**src/rtl/apu_pkg.sv**
```systemverilog
// Shared constants for the APU frame sequencer and channel length/envelope slices.
// Includes the write-target encodings, sequencer step limits and the length-load table.
package apu_pkg;

   localparam int unsigned LEN_W  = 8;
   localparam int unsigned ENV_W  = 4;
   localparam int unsigned STEP_W = 3;

   typedef enum logic [1:0] {
      SEL_CTRL   = 2'd0,
      SEL_LEN    = 2'd1,
      SEL_ENABLE = 2'd2,
      SEL_FRAME  = 2'd3
   } wr_sel_e;

   localparam logic MODE_4STEP = 1'b0;
   localparam logic MODE_5STEP = 1'b1;

   localparam logic [STEP_W-1:0] STEP_LAST_4 = 3'd3;
   localparam logic [STEP_W-1:0] STEP_LAST_5 = 3'd4;

   // Index 0 is the leftmost entry (ascending packed range).
   localparam logic [0:31][LEN_W-1:0] LEN_TABLE = {
      8'd10,  8'd254, 8'd20,  8'd2,   8'd40,  8'd4,   8'd80,  8'd6,
      8'd160, 8'd8,   8'd60,  8'd10,  8'd14,  8'd12,  8'd26,  8'd14,
      8'd12,  8'd16,  8'd24,  8'd18,  8'd48,  8'd20,  8'd96,  8'd22,
      8'd192, 8'd24,  8'd72,  8'd26,  8'd16,  8'd28,  8'd32,  8'd30
   };

   function automatic logic [LEN_W-1:0] len_lookup(input logic [4:0] idx);
      return LEN_TABLE[idx];
   endfunction

endpackage

```
**src/rtl/apu_chan_slice.sv**
```systemverilog
// One channel slice: enable bit, length counter with halt, and envelope generator.
// Produces the registered gated volume and the combinational length-active flag.
module apu_chan_slice
   import apu_pkg::*;
(
   input  logic             clk,
   input  logic             reset_n,
   input  logic             quarter_i,
   input  logic             half_i,
   input  logic             ctrl_we_i,
   input  logic             len_we_i,
   input  logic             en_we_i,
   input  logic             en_bit_i,
   input  logic [7:0]       wr_data_i,
   output logic [ENV_W-1:0] vol_o,
   output logic             len_active_o
);

   logic             en_q,      en_d;
   logic [LEN_W-1:0] len_q,     len_d;
   logic             halt_q,    halt_d;
   logic             const_q,   const_d;
   logic [ENV_W-1:0] param_q,   param_d;
   logic             start_q,   start_d;
   logic [ENV_W-1:0] env_div_q, env_div_d;
   logic [ENV_W-1:0] decay_q,   decay_d;
   logic [ENV_W-1:0] out_q,     out_d;
   logic             load_ok;

   assign load_ok = len_we_i & en_q;

   always_ff @(posedge clk) begin
      if (!reset_n) begin
         en_q      <= 1'b0;
         len_q     <= '0;
         halt_q    <= 1'b0;
         const_q   <= 1'b0;
         param_q   <= '0;
         start_q   <= 1'b0;
         env_div_q <= '0;
         decay_q   <= '0;
         out_q     <= '0;
      end else begin
         en_q      <= en_d;
         len_q     <= len_d;
         halt_q    <= halt_d;
         const_q   <= const_d;
         param_q   <= param_d;
         start_q   <= start_d;
         env_div_q <= env_div_d;
         decay_q   <= decay_d;
         out_q     <= out_d;
      end
   end

   always_comb begin
      en_d      = en_q;
      len_d     = len_q;
      halt_d    = halt_q;
      const_d   = const_q;
      param_d   = param_q;
      start_d   = start_q;
      env_div_d = env_div_q;
      decay_d   = decay_q;

      if (ctrl_we_i) begin
         halt_d  = wr_data_i[5];
         const_d = wr_data_i[4];
         param_d = wr_data_i[3:0];
      end

      if (en_we_i) begin
         en_d = en_bit_i;
      end

      // Enable clear beats a load, which beats a half-frame decrement.
      if (en_we_i && !en_bit_i) begin
         len_d = '0;
      end else if (load_ok) begin
         len_d = len_lookup(wr_data_i[7:3]);
      end else if (half_i && (len_q != '0) && !halt_q) begin
         len_d = len_q - LEN_W'(1);
      end

      // Ticks see the pre-write halt/period because they read the _q values.
      if (quarter_i) begin
         if (start_q) begin
            start_d   = 1'b0;
            decay_d   = 4'd15;
            env_div_d = param_q;
         end else if (env_div_q == '0) begin
            env_div_d = param_q;
            if (decay_q != '0) begin
               decay_d = decay_q - ENV_W'(1);
            end else if (halt_q) begin
               decay_d = 4'd15;
            end
         end else begin
            env_div_d = env_div_q - ENV_W'(1);
         end
      end

      if (load_ok) begin
         start_d = 1'b1;
      end
   end

   always_comb begin
      out_d = '0;
      if (len_q != '0) begin
         out_d = const_q ? param_q : decay_q;
      end
   end

   assign vol_o        = out_q;
   assign len_active_o = (len_q != '0);

endmodule

```
**src/rtl/apu_frame_len_env.sv**
```systemverilog
// Frame sequencer driving NUM_CH length/envelope slices; emits quarter/half strobes,
// the frame IRQ, gated channel volumes and length-active status.
module apu_frame_len_env
   import apu_pkg::*;
#(
   parameter int unsigned NUM_CH    = 4,
   parameter int unsigned FRAME_DIV = 7457,
   parameter int unsigned CH_W      = (NUM_CH > 1) ? $clog2(NUM_CH) : 1
)(
   input  logic                  clk,
   input  logic                  reset_n,
   input  logic                  wr_en,
   input  logic [1:0]            wr_sel,
   input  logic [CH_W-1:0]       wr_chan,
   input  logic [7:0]            wr_data,
   input  logic                  irq_ack,
   output logic [4*NUM_CH-1:0]   vol_out,
   output logic [NUM_CH-1:0]     len_active,
   output logic                  quarter_tick,
   output logic                  half_tick,
   output logic                  frame_irq
);

   localparam int unsigned DIV_W = (FRAME_DIV > 1) ? $clog2(FRAME_DIV) : 1;

   logic [DIV_W-1:0]  div_q,     div_d;
   logic [STEP_W-1:0] step_q,    step_d;
   logic              mode_q,    mode_d;
   logic              inhibit_q, inhibit_d;
   logic              irq_q,     irq_d;
   logic              quarter_q, quarter_d;
   logic              half_q,    half_d;
   logic              irq_set;
   logic              wrap;
   logic [STEP_W-1:0] step_last;

   wr_sel_e sel;
   logic    frame_we;
   logic    ctrl_we;
   logic    len_we;
   logic    en_we;

   assign sel      = wr_sel_e'(wr_sel);
   assign frame_we = wr_en && (sel == SEL_FRAME);
   assign ctrl_we  = wr_en && (sel == SEL_CTRL);
   assign len_we   = wr_en && (sel == SEL_LEN);
   assign en_we    = wr_en && (sel == SEL_ENABLE);

   assign wrap      = (div_q == DIV_W'(FRAME_DIV - 1));
   assign step_last = (mode_q == MODE_5STEP) ? STEP_LAST_5 : STEP_LAST_4;

   // Sequencer state register
   always_ff @(posedge clk) begin
      if (!reset_n) begin
         div_q     <= '0;
         step_q    <= '0;
         mode_q    <= MODE_4STEP;
         inhibit_q <= 1'b0;
         irq_q     <= 1'b0;
         quarter_q <= 1'b0;
         half_q    <= 1'b0;
      end else begin
         div_q     <= div_d;
         step_q    <= step_d;
         mode_q    <= mode_d;
         inhibit_q <= inhibit_d;
         irq_q     <= irq_d;
         quarter_q <= quarter_d;
         half_q    <= half_d;
      end
   end

   // Next divider/step/mode; a frame write restarts the sequence
   always_comb begin
      div_d     = div_q + DIV_W'(1);
      step_d    = step_q;
      mode_d    = mode_q;
      inhibit_d = inhibit_q;
      if (frame_we) begin
         mode_d    = wr_data[7];
         inhibit_d = wr_data[6];
         div_d     = '0;
         step_d    = '0;
      end else if (wrap) begin
         div_d  = '0;
         step_d = (step_q == step_last) ? '0 : step_q + STEP_W'(1);
      end
   end

   // Tick and IRQ decode for the step that is completing
   always_comb begin
      quarter_d = 1'b0;
      half_d    = 1'b0;
      irq_set   = 1'b0;
      if (frame_we) begin
         quarter_d = wr_data[7];
         half_d    = wr_data[7];
      end else if (wrap) begin
         if (mode_q == MODE_4STEP) begin
            quarter_d = 1'b1;
            half_d    = (step_q == 3'd1) || (step_q == 3'd3);
            irq_set   = (step_q == 3'd3) && !inhibit_q;
         end else begin
            quarter_d = (step_q != 3'd3);
            half_d    = (step_q == 3'd1) || (step_q == 3'd4);
         end
      end

      irq_d = irq_q;
      if (irq_set) begin
         irq_d = 1'b1;
      end else if (irq_ack || (frame_we && wr_data[6])) begin
         irq_d = 1'b0;
      end
   end

   assign quarter_tick = quarter_q;
   assign half_tick    = half_q;
   assign frame_irq    = irq_q;

   for (genvar i = 0; i < NUM_CH; i++) begin : g_slice
      logic ch_hit;
      assign ch_hit = (wr_chan == CH_W'(i));

      apu_chan_slice u_slice (
         .clk          (clk),
         .reset_n      (reset_n),
         .quarter_i    (quarter_q),
         .half_i       (half_q),
         .ctrl_we_i    (ctrl_we && ch_hit),
         .len_we_i     (len_we && ch_hit),
         .en_we_i      (en_we),
         .en_bit_i     (wr_data[i]),
         .wr_data_i    (wr_data),
         .vol_o        (vol_out[4*i +: 4]),
         .len_active_o (len_active[i])
      );
   end

endmodule

```
**config.mk**
```make
export PLATFORM = sky130hd
export DESIGN_NAME = apu_frame_len_env
export DESIGN_NICKNAME = d
export VERILOG_FILES = /design/src/rtl/apu_pkg.sv /design/src/rtl/apu_chan_slice.sv /design/src/rtl/apu_frame_len_env.sv
export SDC_FILE = /design/constraint.sdc
export NUM_CORES = 1
export LEC_CHECK = 0
export BUFFER_PORTS_ARGS = -buffer_cell sky130_fd_sc_hd__buf_2
export CAP_MARGIN = 15
export CORE_MARGIN = 8
export CORE_UTILIZATION = 56
export DETAILED_ROUTE_END_ITERATION = 8
export PLACE_DENSITY = 0.77
export SLEW_MARGIN = 40
export SYNTH_ARGS = -nofsm -noshare
export SYNTH_HDL_FRONTEND = slang
export SYNTH_SLANG_ARGS = --single-unit
```
**constraint.sdc**
```tcl
create_clock -name clk -period 1.8 [get_ports clk]
set_clock_uncertainty 0.2 [all_clocks]
set_input_delay 0.09 -clock clk [delete_from_list [all_inputs] [get_ports clk]]
set_output_delay 0.09 -clock clk [all_outputs]
set_load 0.01 [all_outputs]
```
Word level (Yosys, flattened, before mapping). Memory sizes are Yosys's and may differ from the RTL's. Cells that the tools add are included.

$add $sub $neg: 14. $lt $le $gt $ge: 1. Equality and inequality tests: 12. Muxes and demuxes: 56. Bitwise logic cells: 6. Reduce and logical (&&, ||, !) cells: 83.

Operators with widths (count): $mux 4 (28); $mux 8 (10); $reduce_bool 8->1 (4); $sub 4x1->4 const B (8); $sub 8x1->8 const B (4); $logic_and 1x1->1 (26); $reduce_bool 2->1 (13); $logic_not 4->1 (4); $mux 1 (16); $reduce_bool 4->1 (4); $add 13x1->13 const B (1); $eq 13x13->1 const B (1); $reduce_and 3->1 (4); $reduce_bool 3->1 (4); $reduce_or 2->1 (5); $logic_not 1->1 (9); $eq 2x2->1 const B (4); $reduce_and 2->1 (4); $ge 6x6->1 const B (1); $mux 3 (2); $not 5->6 (1); $and 1x1->1 (4); $eq 2x1->1 const B (2); $logic_not 2->1 (2); other kinds (9) (11).

Bits in registers: 133. ROM bits: 256. Bits of input ports: 16. Output and inout bits: 23. Word-level logic and storage cells: 216. Memories kept: 1.

Memories: (name not given) (depth 32, width 8, rd ports 1, clocked after memory_dff 0, write ports 0, RTL line apu_pkg.sv:31) `return LEN_TABLE[idx];`.

Logic depth before layout (Yosys ltp).
Depth after elaboration: 6. Depth in mapped cells: 7.

Hierarchy. From an unflattened synthesis, not the netlist that was laid out.

Cell total of the unflattened synthesis: 936. Area total of the unflattened synthesis: 8069.0 um^2.

Modules (own cells, without submodules): apu_chan_slice at g_slice[1].u_slice ... (times used 3, cells each 202, area each 1744.2 um^2, seq. area each 560.5 um^2); apu_chan_slice at g_slice[0].u_slice (times used 1, cells each 205, area each 1767.9 um^2, seq. area each 560.5 um^2); apu_frame_len_env (times used 1, cells each 125, area each 1068.5 um^2, seq. area each 420.4 um^2).

Least setup slack after synthesis. Ideal clock, no wire load.

Path type: register -> register. Start point: reg half_q, in the netlist half_tick. End point: reg g_slice[1].u_slice.len_q[3]. Arrival: 1.571 ns. Path slack: -0.116 ns. Cell stages (with the launch flop): 6. Clock period less this slack: 1.916 ns. Cell sequence: dfxtp_1 > buf_4 > or4b_4 > a211oi_1 > mux2i_1 > a211oi_2.

Longest elaborated chain between the ends: 3.

RTL lines: start: declaration (RTL line apu_frame_len_env.sv:32) `logic half_q, half_d;`; start signal: assignment (RTL line apu_frame_len_env.sv:69) `half_q <= half_d;`; $logic_and 1x1->1 (2 in series) (RTL line apu_chan_slice.sv:81) `end else if (half_i && (len_q != '0) && !halt_q) begin`; $reduce_bool 2->1 (no line); end signal: assignment (RTL line apu_chan_slice.sv:45) `len_q <= len_d;`; end: declaration (RTL line apu_chan_slice.sv:20) `logic [LEN_W-1:0] len_q, len_d;`.

No other way between the ends. A chain may end at the register's enable or synchronous reset.

Final worst setup path.
Start point: reg g_slice[3].u_slice.halt_q. End point: reg g_slice[3].u_slice.len_q[5].

Longest elaborated chain between the ends: 3.

RTL lines: start: declaration (RTL line apu_chan_slice.sv:21) `logic halt_q, halt_d;`; start signal: assignment (RTL line apu_chan_slice.sv:46) `halt_q <= halt_d;`; $logic_not 1->1 (RTL line apu_chan_slice.sv:81); $logic_and 1x1->1 (RTL line apu_chan_slice.sv:81); $reduce_bool 2->1 (no line); end signal: assignment (RTL line apu_chan_slice.sv:45); end: declaration (RTL line apu_chan_slice.sv:20).

No other way between the ends.

==> impl_metrics.env <==
export IMPL_via_per_inst=6.01
export IMPL_ys_types=65
export IMPL_pwr_share_seq=0.433
export IMPL_area_delta_synth_final_pct=35.8
export IMPL_final_cells=1179
export IMPL_clk_pin_slew_worst_paths_ns=0.06
export IMPL_drc=0
export IMPL_ys_warn_count=0
export IMPL_io_buffers=38
export IMPL_drtIter0Drc=711
export IMPL_met3_usage=0.0650
export IMPL_yosysMostFrequentCell="dfxtp_1"
export IMPL_grt_pass1_wl_um=33700
export IMPL_dp_hpwl_um=13900
export IMPL_setup_viol=14
export IMPL_clkLatencyLatePin_ns=0.42
export IMPL_crit_arrival_ns=2.11
export IMPL_synth_top_cell_area_share=0.375
export IMPL_ys_seq_area_frac=0.375
export IMPL_hold_class="in -> reg"
export IMPL_worstSetupStartpointType="flip-flop"
export IMPL_grt_max_degree=34
export IMPL_cp_slowest_stage_delay_ns=0.58
export IMPL_endpoint_kind="flip-flop"
export IMPL_p_int_uw=5320
export IMPL_synth_area_sq_um=7100
export IMPL_slew_viol_final=0
export IMPL_grt_busiest_layer="met2"
export IMPL_yosys_area_top_type="dfxtp_1"
export IMPL_crit_fanout=5
export IMPL_die_w_um=129
export IMPL_synth_edf_count=0
export IMPL_synth_seq_cells=133
export IMPL_cts_sinks=133
export IMPL_htree_levels=4
export IMPL_violations="negative setup slack"
export IMPL_grt_usage=0.253
export IMPL_status="finished, violations left"
export IMPL_finalWeightedCongestion=0.913
export IMPL_drive_gt1_frac=0.328
export IMPL_crit_chain="or4b_4, or4_4, and3_4, a211oi_2"
export IMPL_fmax_ghz=0.508
export IMPL_hold_violations=0
export IMPL_synth_common_cells="dfxtp_1, nor2_1, a21oi_1, mux2i_1, nand2_1"
export IMPL_grt_overflow=0
export IMPL_clock_path_buffers=2
export IMPL_synth_area_leaders="dfxtp_1, mux2i_1, ha_1"
export IMPL_maxCapViolCount=0
export IMPL_synth_flop_cell="dfxtp_1"
export IMPL_die_y_um=129
export IMPL_p_leak_uw=0.00373
export IMPL_power_density_nw_per_um2=716
export IMPL_grt_pass1_vias=6883
export IMPL_fin_crit_sh=1.09
export IMPL_num_antenna_cells=0
export IMPL_period_needed_ns=1.97
export IMPL_fin_ws_ns=-0.168
export IMPL_p_switching_uw=1580
export IMPL_tns_ns=-0.844
export IMPL_max_slew_worst_pin_slew_ns=0.464
export IMPL_path_class="reg -> reg"
export IMPL_grtUsageMet2=0.439
export IMPL_num_nets_final=1039
export IMPL_die_area_sq_um=16500
export IMPL_async_flop_share=0
export IMPL_worst_path_max_delay_cell="or4b_4"
export IMPL_first_pass_iters=6
export IMPL_synthCells=833
export IMPL_switching_share=0.229
export IMPL_ir_drop_mv=0.763
export IMPL_grt_antenna_before_repair=0
export IMPL_rows=41
export IMPL_ios=39
export IMPL_rsz0062_at_grt="true"
export IMPL_wirelength_um=22000
export IMPL_syn_area_per_cell_sq_um=8.53
export IMPL_cts_root_buf="clkbuf_16"
export IMPL_syn_num_nets=877
export IMPL_core_sq_um=12500
export IMPL_numCtsBuffers=17
export IMPL_wl_per_cell_um=18.6
export IMPL_detail_route_antenna_nets=0
export IMPL_start_util=0.568
export IMPL_clkPwrFrac=0.488
export IMPL_placed_cells=1104
export IMPL_slew_limit_headroom=0.686
export IMPL_p_comb_frac=0.079
export IMPL_critPathRequiredTime_ns=1.94
export IMPL_met1_usage=0.299
export IMPL_cts_tree="done"
export IMPL_vias=7086
[state kept, by name, indices dropped and copies added (netlist names)]
| signal | count |
|---|---|
| div_q | 13 |
| g_slice.u_slice.halt_q | 4 |
| g_slice.u_slice.param_q | 16 |
| step_q | 3 |
| g_slice.u_slice.decay_q | 16 |
| g_slice.u_slice.start_q | 4 |
| inhibit_q | 1 |
| mode_q | 1 |
| half_tick | 1 |
| g_slice.u_slice.vol_o | 16 |
| frame_irq | 1 |
| g_slice.u_slice.en_q | 4 |
| quarter_tick | 1 |
| g_slice.u_slice.const_q | 4 |
| g_slice.u_slice.len_q | 32 |
| g_slice.u_slice.env_div_q | 16 |
[cell type report]
type	instances	area, sq um
Sequential cell	133	2690
Timing Repair Buffer	187	1450
Tap cell	172	215
Fill cell	845	2870
Clock buffer	21	470
Multi-Input combinational cell	614	4560
Clock inverter	10	105
Inverter	42	158
[worst max-delay path: cells and delay by family, from the launching register on]
kind	cells	cell delay (ns)
AO/OA/AOI/OAI	1	0.18
AND/OR/NAND/NOR	3	1.19
flip-flops	1	0.32
[cells in the final DEF (no fill, tap or decap), types with 7 or more instances in the layout]
| master | Yosys | final |
|---|---|---|
| buf_4 | 6 | 120 |
| dfxtp_1 | 133 | 113 |
| nor2_1 | 92 | 91 |
| mux2i_1 | 50 | 50 |
| a21oi_1 | 50 | 42 |
| nand2_1 | 44 | 39 |
| o21ai_0 | 39 | 36 |
| buf_2 | 3 | 33 |
| nor3_1 | 37 | 31 |
| inv_1 | 42 | 30 |
| nand3_1 | 24 | 23 |
| ha_1 | 28 | 21 |
| a211oi_1 | 31 | 20 |
| xnor2_1 | 20 | 19 |
| dfxtp_2 | 0 | 18 |
| clkbuf_16 | 0 | 17 |
| dlygate4sd3_1 | 0 | 17 |
| nand2b_1 | 16 | 16 |
| a211oi_2 | 4 | 15 |
| buf_6 | 0 | 15 |
| nand3b_1 | 14 | 14 |
| inv_2 | 0 | 12 |
| or3_1 | 12 | 12 |
| or2_2 | 10 | 8 |
| o21ai_1 | 7 | 7 |
| nand4_1 | 7 | 7 |
[logic make-up after synthesis]
family | count (synthesis) | share of synthesized area
and+or+nand+nor | 325 | 0.255
AOI/OAI and AO/OA | 187 | 0.171
DFF | 133 | 0.375
buffers and inverters | 86 | 0.0491
muxes | 51 | 0.0720
adders and majority gates | 28 | 0.0493
xor gates and xnor gates | 23 | 0.0284
[per-stage QoR]
stage	setup slack, ns	util	cell area (sq um)	power, uW	hold WS [ns]
after floorplan	-0.0377	-	7140	3290	0.0339
after global placement	-0.0636	0.652	8170	3490	0.160
after detailed placement	-0.124	0.652	8170	3500	0.192
after CTS	-0.122	0.732	9160	6860	0.00260
after global routing	-0.176	0.771	9650	7100	0.0218
final	-0.168	0.771	9650	6910	0.0305
[routing by layer]
layer | up-vias | wire length (um)
li1 | 3348 | -
met1 | 3394 | 8710
met2 | 288 | 11000
met3 | 56 | 1710
met4 | 0 | 515
met5 | - | 0
[what timing repair did]
| action | 4_1_cts | 5_1_grt |
|---|---|---|
| pin swaps | 13 | 36 |
| hold buffers | 17 | 0 |
| setup buffers | 10 | 17 |
| endpoints found under the hold margin | 35 | 0 |
| setup endpoints to repair | 31 | 85 |
| gates resized for setup | 45 | 97 |
[power by group through the flow]
stage | Combinational, uW | Sequential (uW) | Clock [uW]
finish | 546 | 2990 | 3370
global route | 584 | 2990 | 3520
CTS | 489 | 2990 | 3380
detailed placement | 448 | 3050 | 0
global placement | 438 | 3050 | 0
floorplan | 243 | 3050 | 0
[worst paths after layout]
path	startpoint	to	slack, ns	cells after the start
worst min-delay path	wr_sel[1]	frame_irq$_SDFFE_PN0P_	0.03	4
worst min register to register	g_slice[2].u_slice.en_q$_SDFFE_PN0N_	g_slice[2].u_slice.en_q$_SDFFE_PN0N_	0.28	2
worst max register to register	g_slice[3].u_slice.halt_q$_SDFFE_PN0P_	g_slice[3].u_slice.len_q[5]$_SDFFE_PP0P_	-0.17	4
worst max-delay path	g_slice[3].u_slice.halt_q$_SDFFE_PN0P_	g_slice[3].u_slice.len_q[5]$_SDFFE_PP0P_	-0.17	4
Power figures use the tool's default switching activity.
